[src/rtl/bird_motion_gen_if.sv]
// Bird-column control bundle: key and occupancy flags in, step pulses and game status out.
interface bird_motion_gen_if;
   logic key;
   logic bird_top;
   logic bird_bottom;
   logic hit;
   logic press;
   logic gravity;
   logic playing;
   logic crashed;

   modport master (
      output key, bird_top, bird_bottom, hit,
      input  press, gravity, playing, crashed
   );

   modport slave (
      input  key, bird_top, bird_bottom, hit,
      output press, gravity, playing, crashed
   );
endinterface

[src/rtl/bird_motion_gen.sv]
// Bird motion generator: flap/gravity step pulses for the bird column and IDLE/PLAY/CRASH game sequencing.
module bird_motion_gen #(
   parameter int GRAV_PERIOD = 8,
   parameter int CNT_W       = 4
) (
   input  logic                clk,
   input  logic                reset,
   bird_motion_gen_if.slave    bird_if
);

   typedef enum logic [1:0] {
      S_IDLE  = 2'd0,
      S_PLAY  = 2'd1,
      S_CRASH = 2'd2
   } state_t;

   localparam logic [CNT_W-1:0] TICK_VAL = CNT_W'(GRAV_PERIOD - 1);

   state_t            r_state, w_state_nxt;
   logic [CNT_W-1:0]  r_cnt, w_cnt_nxt;
   logic              r_key_q;
   logic              r_press, r_gravity, r_playing, r_crashed;
   logic              w_press_nxt, w_gravity_nxt;
   logic              w_flap, w_tick;

   assign w_flap = bird_if.key & ~r_key_q;
   assign w_tick = (r_cnt == TICK_VAL);

   // NOTE: sequential state uses non-blocking assignments so every flop samples pre-edge values.
   always_ff @(posedge clk or posedge reset) begin
      if (reset) begin
         r_state   <= S_IDLE;
         r_cnt     <= '0;
         r_key_q   <= 1'b0;
         r_press   <= 1'b0;
         r_gravity <= 1'b0;
         r_playing <= 1'b0;
         r_crashed <= 1'b0;
      end else begin
         r_state   <= w_state_nxt;
         r_cnt     <= w_cnt_nxt;
         r_key_q   <= bird_if.key;
         r_press   <= w_press_nxt;
         r_gravity <= w_gravity_nxt;
         r_playing <= (w_state_nxt == S_PLAY);
         r_crashed <= (w_state_nxt == S_CRASH);
      end
   end

   // NOTE: every comb output gets a default first so no path can infer a latch.
   always_comb begin
      w_state_nxt = r_state;
      case (r_state)
         S_IDLE:  if (w_flap) w_state_nxt = S_PLAY;
         S_PLAY:  if (bird_if.hit || (w_tick && !w_flap && bird_if.bird_bottom))
                     w_state_nxt = S_CRASH;
         S_CRASH: if (w_flap) w_state_nxt = S_IDLE;
         default: w_state_nxt = S_IDLE;
      endcase
   end

   // Pulses and the fall timer only advance while PLAY persists; any transition restarts cnt at 0.
   always_comb begin
      w_press_nxt   = 1'b0;
      w_gravity_nxt = 1'b0;
      w_cnt_nxt     = '0;
      if (r_state == S_PLAY && w_state_nxt == S_PLAY) begin
         if (w_flap && !bird_if.bird_top) begin
            w_press_nxt = 1'b1;
         end else if (w_tick) begin
            w_gravity_nxt = 1'b1;
         end else begin
            w_cnt_nxt = r_cnt + 1'b1;
         end
      end
   end

   assign bird_if.press   = r_press;
   assign bird_if.gravity = r_gravity;
   assign bird_if.playing = r_playing;
   assign bird_if.crashed = r_crashed;

endmodule

[src/flat_wrapper.sv]
// flat-port wrapper written by rule: the top's interface ports become plain ports
module bird_motion_gen_flat 
#(
   parameter int GRAV_PERIOD = 8,
   parameter int CNT_W       = 4
)
  (clk, reset, bird_if_key, bird_if_bird_top, bird_if_bird_bottom, bird_if_hit, bird_if_press, bird_if_gravity, bird_if_playing, bird_if_crashed);
  bird_motion_gen_if bird_if_i ();
  input  logic clk;
  input  logic reset;
  input wire logic [$bits(bird_if_i.key)-1:0] bird_if_key;
  input wire logic [$bits(bird_if_i.bird_top)-1:0] bird_if_bird_top;
  input wire logic [$bits(bird_if_i.bird_bottom)-1:0] bird_if_bird_bottom;
  input wire logic [$bits(bird_if_i.hit)-1:0] bird_if_hit;
  output wire logic [$bits(bird_if_i.press)-1:0] bird_if_press;
  output wire logic [$bits(bird_if_i.gravity)-1:0] bird_if_gravity;
  output wire logic [$bits(bird_if_i.playing)-1:0] bird_if_playing;
  output wire logic [$bits(bird_if_i.crashed)-1:0] bird_if_crashed;
  assign bird_if_i.key = bird_if_key;
  assign bird_if_i.bird_top = bird_if_bird_top;
  assign bird_if_i.bird_bottom = bird_if_bird_bottom;
  assign bird_if_i.hit = bird_if_hit;
  assign bird_if_press = bird_if_i.press;
  assign bird_if_gravity = bird_if_i.gravity;
  assign bird_if_playing = bird_if_i.playing;
  assign bird_if_crashed = bird_if_i.crashed;
  bird_motion_gen #(.GRAV_PERIOD(GRAV_PERIOD), .CNT_W(CNT_W)) u_core (.clk(clk), .reset(reset), .bird_if(bird_if_i));
endmodule
[config.mk]
export PLATFORM = sky130hd
export DESIGN_NAME = bird_motion_gen_flat
export DESIGN_NICKNAME = d
export VERILOG_FILES = /design/src/rtl/bird_motion_gen_if.sv /design/src/rtl/bird_motion_gen.sv /design/src/flat_wrapper.sv
export SDC_FILE = /design/constraint.sdc
export NUM_CORES = 1
export LEC_CHECK = 0
export BUFFER_PORTS_ARGS = -buffer_cell sky130_fd_sc_hd__buf_2
export CORE_AREA = 2 2 39 41
export CTS_BUF_LIST = sky130_fd_sc_hd__clkbuf_8
export CTS_CLUSTER_SIZE = 24
export DETAILED_ROUTE_END_ITERATION = 6
export DIE_AREA = 0 0 41 43
export SYNTH_ARGS = -nofsm -noshare
export SYNTH_HDL_FRONTEND = slang
export SYNTH_SLANG_ARGS = --single-unit
[constraint.sdc]
create_clock -name clk -period 3.2 [get_ports clk]
set_clock_uncertainty 0.05 [all_clocks]
set_input_delay 0.48 -clock clk [delete_from_list [all_inputs] [get_ports clk]]
set_output_delay 0.48 -clock clk [all_outputs]
set_load 0.005 [all_outputs]
==> summary.md <==
| Metric | Value |
|---|---|
| Max Root-Sink Buffers | `2` |
| GPL Wtd Cong | `0.789` |
| Max Clock Freq | `730 MHz` |
| Post_cts resized | `0` |
| Avg Inst Size Synth | `13.1 um^2` |
| Depth of the CTS H-tree | `1` |
| Util after Layout | `0.429` |
| R2R Setup Slk | `1.83 ns` |
| Buf+Inv Stages, Crit Path | `0` |
| Layout Cells excl Fill | `66` |
| Final hold violation count | `0` |
| CORE AREA | `1380 um^2` |
| Routed vias/inst | `4.94` |
| Maxcap violations | `0` |
| First-pass detailed-route iteration total | `2` |
| R2R depth | `4` |
| Detailed-route via count | `326` |
| Reg-to-reg startpoint | `u_core.r_cnt[0]` |
| Yosys warning count | `0` |
| Worst slack at placement | `1.78 ns` |
| Worst-path clk slew | `0.05 ns` |
| Setup WS post-layout | `1.83 ns` |
| Drt total wl | `843 um` |
| Static Leakage | `0.281 nW` |
| Register area share after synthesis | `0.568` |
| IO buf count | `9` |
| Worst Setup SP | `u_core.r_cnt[0]` |
| RSZ-0062 raised after global routing | `no` |
| DIE AREA | `about 1800 um^2` |
| Tot GR Track Use | `0.130` |
| Fin crit share | `0.428` |
| CTS tree | `built` |
| Ant diodes | `0` |
| Vias in the first global route | `just over 300` |
| WL/cell | `12.8 um` |
| Final setup violation count | `0` |
| Die height | `43 um` |
| CP startpoint kind | `flip-flop` |
| Num CTS Buffers | `3` |
| Status | `finished, final reports clean` |
| Remaining global-route overflow | `0` |
| CP Cell Sequence | `ha_1 > and3b_1 > and3_4 > nor3b_2` |
| Synth cell types | `22` |
| Pins Over Slew Limit | `0` |
| DRC Markers | `0` |
| Internal | `0.000273 W` |
| CP max stage delay | `0.39 ns` |
| Worst path depth | `4` |
| Crit end category | `flip-flop` |
| FF+latch count, synth | `11` |
| Crit Path Category | `flip-flop to flip-flop` |
| Worst min-delay path class | `input pin to asynchronous set/reset pin` |
| Post-CTS Setup Inserts | `0` |
| Net count after synthesis | `44` |
| Worst vdd ir | `239 uV` |
| Switch share | `0.276` |
| Dpl cells | `62` |
| Fill count | `133` |
| Post-route ant nets | `0` |
| Setup TNS Final | `0 ns` |
| Seq pwr share | `0.484` |
| PwrDens | `approximately 630 nW/um^2` |
| Max_slew headroom | `0.719` |
| Layout cells sized above 1 | `0.360` |
| Worst Path Required | `roughly 3.3 ns` |
| CTS sink cnt | `11` |
| # nets final | `58` |
| DRT iter0 DRCs | `4` |
| Io pins | `10` |
| CP max stage cell | `dfrtp_1` |
| Root Driver | `clkbuf_8` |
| Largest net degree at the start of global routing | `12` |
| Row count | `14` |
| Clk_lat worst skew | `0.24 ns` |
| Syn Inst Count | `37` |
| Comb power frac | `0.157` |
| First-pass GRT wire length | `1420 um` |
| WP data arrival | `1.47 ns` |
| Critical Path End | `u_core.r_cnt[1]` |
| Mapped Area | `484 um^2` |
| Worst R2R End | `u_core.r_cnt[1]` |
| Final HPWL DP | `616 um` |
| DIE WIDTH | `between 40 and 50 um` |
| Final Critical Period | `1.37 ns` |
| Sw Pwr | `0.000104 W` |
| CP top delay family | `simple AND/OR/NAND/NOR gates` |
| Area grow syn2layout | `22.7%` |
| Worst-margin pin slew | `between 0.4 and 0.5 ns` |
| Critical-path maximum fanout | `4` |
| Starting density of the core | `0.350` |
| Initial antenna violation count | `0` |
| Clock network fraction of design power | `0.360` |
| # hold bufs at CTS | `0` |
[flip-flops by register name, indices dropped and copies added, names as in the netlist]
register,count
u_core.bird_if.gravity,1
u_core.bird_if.press,1
u_core.bird_if.crashed,1
u_core.r_key_q,1
u_core.r_cnt,4
u_core.bird_if.playing,1
u_core.r_state,2
[power by group through the flow]
| stage | Clock (W) | Sequential (W) | Combinational [W] |
|---|---|---|---|
| floorplan | 0 | 0.000183 | 0.0000373 |
| global placement | 0 | 0.000186 | 0.0000589 |
| detailed placement | 0 | 0.000186 | 0.0000589 |
| CTS | 0.000141 | 0.000183 | 0.0000598 |
| global route | 0.000149 | 0.000187 | 0.0000689 |
| finish | 0.000136 | 0.000182 | 0.0000592 |
[cells in the final DEF (no fill, tap or decap)]
cell type,instances
and3b_1,1
nor2_1,3
nand2_1,1
a2111oi_2,1
clkbuf_8,3
mux2i_1,1
a31oi_1,1
ha_1,1
and3_4,1
nand3_1,1
o21a_1,1
nand2b_1,1
o211ai_4,1
nor3_1,3
nor4bb_1,1
nor3b_2,1
a211oi_1,2
nor2_4,1
dfrtp_1,11
inv_1,2
nand2b_2,1
a21oi_1,1
xnor2_1,1
buf_2,9
[worst min path at each step]
stage | start | endpoint | slack, ns | cells after the start
finish | reset | u_core.bird_if.crashed | 0.17 | 2
detailed placement | u_core.r_cnt[0] | u_core.r_cnt[0] | 0.42 | 1
floorplan | reset | u_core.bird_if.crashed | 0.28 | 1
global placement | u_core.r_cnt[0] | u_core.r_cnt[0] | 0.41 | 1
CTS | reset | u_core.bird_if.crashed | 0.19 | 2
global route | reset | u_core.bird_if.press | 0.22 | 2
[final cells by class]
class | instances | area [um^2] | share of cell area
Inverter | 1 | 3.75 | 0.00632
Sequential cell | 11 | 275 | 0.463
Timing Repair Buffer | 9 | 45.0 | 0.0758
Tap cell | 16 | 20.0 | 0.0337
Clock inverter | 1 | 3.75 | 0.00632
Multi-Input combinational cell | 25 | 205 | 0.345
Clock buffer | 3 | 41.3 | 0.0695
[cell usage after synthesis (all sizes together)]
master	number	area, um^2
a31oi	1	6.26
xnor2	1	8.76
ha	1	12.5
mux2i	1	10.0
dfrtp	11	275
nor2	4	22.5
inv	1	3.75
nor3b	1	12.5
nand3	1	5.00
o211ai	1	21.3
a2111oi	1	15.0
nor4bb	1	10.0
nand2	1	3.75
and3	1	11.3
nor3	3	15.0
o21a	1	7.51
nand2b	2	15.0
and3b	1	8.76
a21oi	1	5.00
a211oi	2	15.0
[kinds of logic (layout without fill, tap and decap cells)]
family | after synthesis | count (layout) | synth area share
AO/OA/AOI/OAI | 7 | 7 | 0.145
XOR/XNOR | 1 | 1 | 0.0181
adder cells (fa/ha/maj) | 1 | 1 | 0.0258
buffers and inverters | 1 | 14 | 0.00774
flip-flops | 11 | 11 | 0.568
multiplexers | 1 | 1 | 0.0207
AND/OR/NAND/NOR | 15 | 15 | 0.214
[per-layer routing]
layer	GRT usage	routed length (um)	up-vias
li1	-	-	161
met1	0.167	389	158
met2	0.156	403	7
met3	0.0838	50	0
met4	0.0800	0	0
met5	0	0	-
[metrics by stage]
stage | hold WS (ns) | area [um^2] | power (W)
finish | 0.174 | 594 | 0.000377
CTS | 0.191 | 594 | 0.000383
floorplan | 0.282 | 484 | 0.000221
global placement | 0.408 | 549 | 0.000245
global route | 0.220 | 594 | 0.000405
detailed placement | 0.421 | 549 | 0.000245
Note: power is estimated with default switching activity, not from simulation.
